[src/rtl/qpsk_burst_ctrl.sv]
// QPSK burst sequencer: frames the serial bit stream into OFDM symbols with idle gaps and burst strobes.
// Optional build macro QPSK_FLUSH_PAD_EN: a mid-symbol flush pads the symbol out with zero bits.
module qpsk_burst_ctrl #(
  parameter int BITS_PER_SYM = 384,
  parameter int GAP_CYCLES   = 64,
  parameter int SYM_W        = 8
) (
  input  logic             clk_100,
  input  logic             Reset,
  input  logic             start,
  input  logic [SYM_W-1:0] num_sym,
  input  logic             flush,
  input  logic             data_in,
  input  logic             valid_in,
  output logic             ready_out,
  output logic             data_out,
  output logic             valid_out,
  input  logic             ready_in,
  output logic             busy,
  output logic             sym_start,
  output logic             sym_last,
  output logic             burst_done,
  output logic             flushed,
  output logic [SYM_W-1:0] sym_count
);

  // state  | meaning
  // IDLE   | waiting for start
  // RUN    | passing interleaver bits through to the modulator
  // GAP    | idle gap between symbols, upstream stalled
  // PAD    | flush pad: zero bits until the current symbol is complete
  // DONE   | one-cycle burst_done
  localparam logic [2:0] S_IDLE = 3'd0;
  localparam logic [2:0] S_RUN  = 3'd1;
  localparam logic [2:0] S_GAP  = 3'd2;
  localparam logic [2:0] S_PAD  = 3'd3;
  localparam logic [2:0] S_DONE = 3'd4;

  localparam int BIT_W = (BITS_PER_SYM > 2) ? $clog2(BITS_PER_SYM) : 1;
  localparam int GAP_W = (GAP_CYCLES > 1) ? $clog2(GAP_CYCLES) : 1;
  localparam logic [BIT_W-1:0] BIT_LAST = BIT_W'(BITS_PER_SYM - 1);
  localparam logic [GAP_W-1:0] GAP_LAST = GAP_W'((GAP_CYCLES > 0) ? GAP_CYCLES - 1 : 0);

  logic [2:0]       state;
  logic [BIT_W-1:0] bit_cnt;
  logic [GAP_W-1:0] gap_cnt;
  logic [SYM_W-1:0] sym_cnt;
  logic [SYM_W-1:0] len_q;
  logic             flush_q;

  logic             xfer;
  logic             in_sym;
  logic             is_last;
  logic [SYM_W-1:0] sym_inc;

  // Outputs are forced low while Reset is high, even though state only clears at the edge.
  always_comb begin
    ready_out = 1'b0;
    valid_out = 1'b0;
    data_out  = 1'b0;
    if (!Reset) begin
      if (state == S_RUN) begin
        ready_out = ready_in;
        valid_out = valid_in;
        data_out  = data_in;
      end else if (state == S_PAD) begin
        valid_out = 1'b1;
      end
    end
  end

  assign xfer       = valid_out & ready_in;
  assign in_sym     = (state == S_RUN) || (state == S_PAD);
  assign is_last    = (bit_cnt == BIT_LAST);
  assign sym_inc    = sym_cnt + SYM_W'(1);
  assign sym_start  = in_sym & xfer & (bit_cnt == '0);
  assign sym_last   = in_sym & xfer & is_last;
  assign busy       = !Reset && (state != S_IDLE);
  assign burst_done = !Reset && (state == S_DONE);
  assign flushed    = burst_done & flush_q;
  assign sym_count  = Reset ? '0 : sym_cnt;

`ifdef QPSK_FLUSH_PAD_EN
  logic [BIT_W-1:0] bit_nxt;
  assign bit_nxt = bit_cnt + BIT_W'(xfer);
`endif

  always_ff @(posedge clk_100) begin
    if (Reset) begin
      state   <= S_IDLE;
      bit_cnt <= '0;
      gap_cnt <= '0;
      sym_cnt <= '0;
      len_q   <= '0;
      flush_q <= 1'b0;
    end else begin
      case (state)
        S_IDLE: begin
          if (start) begin
            sym_cnt <= '0;
            flush_q <= 1'b0;
            bit_cnt <= '0;
            if (num_sym != '0) begin
              len_q <= num_sym;
              state <= S_RUN;
            end else begin
              state <= S_DONE;
            end
          end
        end
        S_RUN: begin
          if (xfer)
            bit_cnt <= is_last ? '0 : bit_cnt + BIT_W'(1);
          // A completing symbol is counted before a same-cycle flush takes effect.
          if (xfer && is_last) begin
            sym_cnt <= sym_inc;
            if (flush || (sym_inc == len_q)) begin
              flush_q <= flush;
              state   <= S_DONE;
            end else if (GAP_CYCLES > 0) begin
              gap_cnt <= '0;
              state   <= S_GAP;
            end
          end else if (flush) begin
            flush_q <= 1'b1;
`ifdef QPSK_FLUSH_PAD_EN
            state   <= (bit_nxt != '0) ? S_PAD : S_DONE;
`else
            bit_cnt <= '0;
            state   <= S_DONE;
`endif
          end
        end
        S_GAP: begin
          if (flush) begin
            flush_q <= 1'b1;
            gap_cnt <= '0;
            state   <= S_DONE;
          end else if (gap_cnt == GAP_LAST) begin
            gap_cnt <= '0;
            state   <= S_RUN;
          end else begin
            gap_cnt <= gap_cnt + GAP_W'(1);
          end
        end
        S_PAD: begin
          if (xfer) begin
            if (is_last) begin
              bit_cnt <= '0;
              sym_cnt <= sym_inc;
              state   <= S_DONE;
            end else begin
              bit_cnt <= bit_cnt + BIT_W'(1);
            end
          end
        end
        S_DONE: begin
          bit_cnt <= '0;
          gap_cnt <= '0;
          state   <= S_IDLE;
        end
        default: state <= S_IDLE;
      endcase
    end
  end

endmodule

[config.mk]
export PLATFORM = sky130hd
export DESIGN_NAME = qpsk_burst_ctrl
export DESIGN_NICKNAME = d
export VERILOG_FILES = /design/src/rtl/qpsk_burst_ctrl.sv
export SDC_FILE = /design/constraint.sdc
export NUM_CORES = 1
export LEC_CHECK = 0
export CORE_MARGIN = 1.5
export CORE_UTILIZATION = 55
export DETAILED_ROUTE_END_ITERATION = 8
export PLACE_DENSITY = 0.79
export SLEW_MARGIN = 20
export SYNTH_ARGS = -nofsm -noshare
export SYNTH_HDL_FRONTEND = slang
export SYNTH_SLANG_ARGS = --single-unit
[constraint.sdc]
create_clock -name clk_100 -period 6.9 [get_ports clk_100]
set_clock_uncertainty 0.15 [all_clocks]
set_input_delay 0.69 -clock clk_100 [delete_from_list [all_inputs] [get_ports clk_100]]
set_output_delay 0.69 -clock clk_100 [all_outputs]
set_load 0.01 [all_outputs]
==> impl_metrics.py <==
metrics = {
    "timing": {
        "setup_violations": 0,
        "rsz0062_at_grt": "false",
        "slew_viol_final": 0,
        "maxSlewHeadroom_pct": 53.4,
        "fmax_ghz": 0.242,
        "hold_viol": 0,
        "worst_slew_pin_slew_ns": 0.697,
        "setup_slack_ns": 2.76,
        "fin_crit_ns": 4.14,
        "period_share_pct": 60.0,
        "tns_ns": 0,
    },
    "yosys": {
        "synth_area_mm2": 0.00217,
        "syn_inst": 277,
        "ys_types": 53,
        "synth_edf_count": 0,
        "avgSynthCellArea_um2": 7.82,
        "synth.net_count": 296,
        "ys_warn_count": 0,
        "synth_ff_type": "dfxtp_1",
        "yosysSeqAreaShare_pct": 32.3,
        "ys_ff_latch": 35,
        "async_flop_share_pct": 0,
    },
    "setup_path": {
        "start_kind": "input pin",
        "reg2reg_depth": 6,
        "cp.arrival_ns": 3.30,
        "r2r_slack_ns": 4.11,
        "r2r_start": "state[1]",
        "crit_fanout": 43,
        "path_cells": "clkdlybuf4s50_1 > buf_4 > or3b_1 > or4_4 > inv_1 > clkdlybuf4s50_1",
        "critPathKind": "in -> out",
        "crit-reg2reg-capture": "gap_cnt[5]",
        "required_ns": 6.06,
        "slowest_stage": "or4_4",
        "slowest_delay_ns": 0.67,
        "endpoint": "sym_last",
        "crit_top_cell": "clkdlybuf4s50_1",
        "end_kind": "output pin",
        "crit_start": "Reset",
    },
    "die": {
        "ioPinCount": 31,
        "fp.dieArea_mm2": 0.00433,
        "die_height_um": 65.8,
        "initial_core_util_pct": 58.3,
        "core_area_mm2": 0.00372,
        "fp.dieW_um": 65.8,
        "placementRows": 22,
    },
    "detailed_routing": {
        "dr.first_iter.drc_count": 196,
        "vias_per_cell": 6.10,
        "drc": 0,
        "num_vias": 2128,
        "routed_wl_mm": 5.16,
        "wire_per_inst_um": 14.8,
        "ant_nets": 0,
        "firstDrtPassIters": 4,
    },
    "power_and_ir_drop": {
        "combPwrFrac_pct": 16.2,
        "leakage_uw": 0.000928,
        "seqPwrFrac_pct": 47.2,
        "intPower_uw": 332,
        "power_density_mw_per_mm2": 178,
        "vdd_drop_max_uv": 127,
        "total_power_uw": 459,
        "switching_power_uw": 127,
        "p_clk_share_pct": 36.6,
        "swShare_pct": 27.6,
    },
    "grt": {
        "grt.busiest_layer": "met2",
        "use_met3_pct": 6.30,
        "grt_use_total_pct": 25.0,
        "grt_pass1_wl_mm": 8.46,
        "gr-usage-met1_pct": 35.2,
        "overflow": 0,
        "antenna_found_initial": 0,
        "grt_pass1_vias": 1903,
        "grt_max_degree": 44,
        "use_met2_pct": 36.2,
    },
    "placement": {
        "place_congestion": 0.967,
        "portBuffers": 30,
        "pre_cts_slack_ns": 2.79,
        "dp_hpwl_mm": 3.66,
    },
    "outcome": {
        "status": "finished, final reports clean",
    },
    "hold_path": {
        "min_path_type": "reg -> reg",
    },
    "cts": {
        "post_cts_buffers": 0,
        "clk_pin_slew_worst_paths_ns": 0.07,
        "cts-root-buf": "clkbuf_8",
        "clock_latency_ns": 0.29,
        "cts_max_level": 2,
        "clock-sinks": 35,
        "clockBufferDepth": 2,
        "cts_buffers": 5,
        "ctsHoldBuffers": 0,
        "cts.repair.resized": 0,
        "cts_tree": "built",
    },
    "finish": {
        "nets": 319,
        "layout_commonest_cell": "dfxtp_1",
        "drive_above_1_share_pct": 5.32,
        "antenna_cells": 0,
        "most-common-layout-cells": "dfxtp_1, nor2_1, clkdlybuf4s50_1",
        "ff_latch_area_um2": 701,
        "areaGrowthSynthToFinish_pct": 18.6,
        "nFillCells": 324,
        "multi_input_area_mm2": 0.00136,
    },
    "job": {
        "drv_cap": 0,
    },
}
-- logic make-up (layout without fill, tap and decap cells) --
logic type                 Yosys count  in the layout  synth area share [%]
xor gates and xnor gates             9              9                  3.64
AOI/OAI and AO/OA                   74             74                  22.9
DFF                                 35             35                  32.3
muxes                               10             10                  4.62
adders and majority gates            4              4                  2.31
and+or+nand+nor                    120            120                  29.4
buffers and inverters               25             49                  4.85
-- layer usage --
| metal | share of wire (%) | vias to the layer above |
|---|---|---|
| met4 | 1.6 | 0 |
| met5 | 0 | - |
| li1 | - | 1053 |
| met1 | 48 | 996 |
| met2 | 43 | 66 |
| met3 | 6.5 | 13 |
-- how the worst min path moves through the flow --
stage,from,to,slack (ns),depth (start not counted)
finish,flush_q,flush_q,0.37,2
global placement,flush_q,flush_q,0.33,2
detailed placement,gap_cnt[1],gap_cnt[1],0.34,1
floorplan,flush_q,flush_q,0.31,2
global route,gap_cnt[1],gap_cnt[1],0.40,1
CTS,gap_cnt[1],gap_cnt[1],0.37,1
-- Yosys cell counts, drive strengths merged, types with 2 or more instances --
library cell / n / area share (%)
nand4: 2 / 0.58
nor2b: 11 / 3.2
and3: 3 / 0.87
a211oi: 2 / 0.69
nor4b: 2 / 0.81
a311oi: 6 / 2.4
nand2: 20 / 3.9
clkbuf: 8 / 1.4
buf: 7 / 1.7
a31oi: 4 / 1.2
mux2i: 10 / 4.6
nor3: 11 / 2.5
a21o: 5 / 1.7
nor2: 31 / 5.4
or2: 2 / 0.58
xor2: 5 / 2.0
nor3b: 5 / 1.7
a221oi: 2 / 0.81
xnor2: 4 / 1.6
nand3: 9 / 2.1
o21ai: 19 / 4.4
nand2b: 4 / 1.2
or3: 4 / 1.2
and2: 5 / 1.4
a21oi: 18 / 4.2
inv: 10 / 1.7
dfxtp: 35 / 32
nand4b: 2 / 0.81
o31ai: 2 / 0.92
nor4: 5 / 1.4
a2111o: 2 / 1.0
a22o: 4 / 1.6
ha: 4 / 2.3
-- layout make-up --
class | instances | area share, %
Clock buffer | 7 | 3.75
Clock inverter | 1 | 0.292
Inverter | 10 | 1.46
Multi-Input combinational cell | 217 | 52.9
Sequential cell | 35 | 27.3
Tap cell | 48 | 2.34
Timing Repair Buffer | 31 | 12.0
-- stage by stage --
step | hold WS, ns | util [%] | instances | area, µm²
global route | 0.399 | 69.2 | 349 | 2570
detailed placement | 0.341 | 66.4 | 341 | 2470
floorplan | 0.308 | - | 277 | 2170
global placement | 0.329 | 66.4 | 341 | 2470
finish | 0.367 | 69.2 | 349 | 2570
CTS | 0.367 | 69.2 | 349 | 2570
-- worst max-delay path: cells and delay by family --
kind	cells	cell delay (ns)
buffers and inverters	4	1.41
AND/OR/NAND/NOR	2	1.20
-- sequential cells by signal, indices dropped and copies added (netlist names) --
name and count:
gap_cnt 6, flush_q 1, sym_cnt 8, state 3, bit_cnt 9, len_q 8
-- power by group through the flow --
stage	Sequential (µW)	Combinational [µW]	Clock [µW]
2_1_floorplan	216	53.0	0
3_3_place_gp	221	72.1	0
3_5_place_dp	221	73.1	0
4_1_cts	216	73.7	170
5_1_grt	218	81.1	179
6_report	216	74.2	168
Power figures use the tool's default switching activity.
==> RTL edit (same flow settings) <==
`SYM_W`: 8 -> 6.
--- a/src/rtl/qpsk_burst_ctrl.sv
+++ b/src/rtl/qpsk_burst_ctrl.sv
@@ -3,7 +3,7 @@
 module qpsk_burst_ctrl #(
   parameter int BITS_PER_SYM = 384,
   parameter int GAP_CYCLES   = 64,
-  parameter int SYM_W        = 8
+  parameter int SYM_W        = 6
 ) (
   input  logic             clk_100,
   input  logic             Reset,
Ports: changed (resized num_sym and sym_count); port bits go from 31 to 27. No check against the original RTL was run, so the function may have changed too.
==> RTL edit against the original RTL <==
Global-route usage fell by 0.095 points; maximum frequency rose by 3.0%; core utilization fell by 1.6 points; register-to-register slack hardly changed; design area decreased by 12%; worst setup slack improved by 0.12 ns; wire length shrank 13%; synthesized area fell by 9.7%; sequential cell count decreased by 4; total power fell by 23%; sequential share of layout area grew 0.062 points; largest cell class unchanged.
==> RTL edit: results (changes against the original RTL) <==
metric,value,unit,change
Avg Inst Size Synth,7.99,um2,+2.1%
GR Util met3,0.0486,,-0.0144
post-synthesis sequential area ratio,0.317,,-0.00619
WL met3,185,um,-45%
synth unique cells,58,,+9.4%
HPWL Detailed,3190,um,-13%
reg2reg setup slack,4.10,ns,about the same
filler cell count,327,,+0.93%
outcome,completed,,
Sequential Power,0.000190,W,-12%
worst r2r dst,sym_cnt[1]$_SDFFE_PP0P_,,
clk sinks,31,,-11%
vias in the first global route,1643,,-14%
layout cells sized above 1,0.0827,,+0.0296
RD Place Congestion,0.870,,-10%
Area contributors post-synth,"dfxtp_1 32%, nor2_1 5.0%, nand2_1 4.6%, a21oi_1 4.1%, nand3_1 3.8%",,
Comb. pwr,0.0000601,W,-19%
hold path start,len_q[5]$_SDFFE_PP0P_,,
GR Layer Usage met1,0.337,,-0.0151
final hold slack,0.334,ns,-0.0323 ns
final-layout non-clock buffer area share,0.118,,-0.00187
Tot GR Track Use,0.249,,-0.000955
largest net degree at the start of global routing,33,,-25%
Non-Clock Buffer Count,27,,-13%
Peak supply drop,0.144,mV,+13%
detailed-route via count,1854,,-13%
worst rel slew slack,0.509,,-0.0254
syn_nets,262,,-11%
comb_multi_in,195,,-10%
grt met2 use,0.382,,+0.0193
## RTL edit: cell count changes after synthesis, sizes merged, moves of 4 or more
cell,before,now
a22o,4,0
dfxtp,35,31
inv,10,5
mux2i,10,1
nand2,20,24
nand3,9,16
nor2,31,27
nor3,11,3
o21ai,19,15
## RTL edit: stage by stage
step | power, W | worst slack [ns] | utilization | instance area (um2)
CTS | 0.000358 | 2.87 | 0.676 | 2270
global route | 0.000375 | 2.74 | 0.676 | 2270
finish | 0.000355 | 2.88 | 0.676 | 2270
floorplan | 0.000233 | 4.38 | - | 1960
detailed placement | 0.000253 | 2.88 | 0.660 | 2220
global placement | 0.000253 | 2.93 | 0.660 | 2220
## RTL edit: cell families after synthesis
family,count (synthesis)
AOI/OAI and AO/OA,57
xor gates and xnor gates,14
muxes,3
adders and majority gates,4
DFF,31
buffers and inverters,19
and+or+nand+nor,117
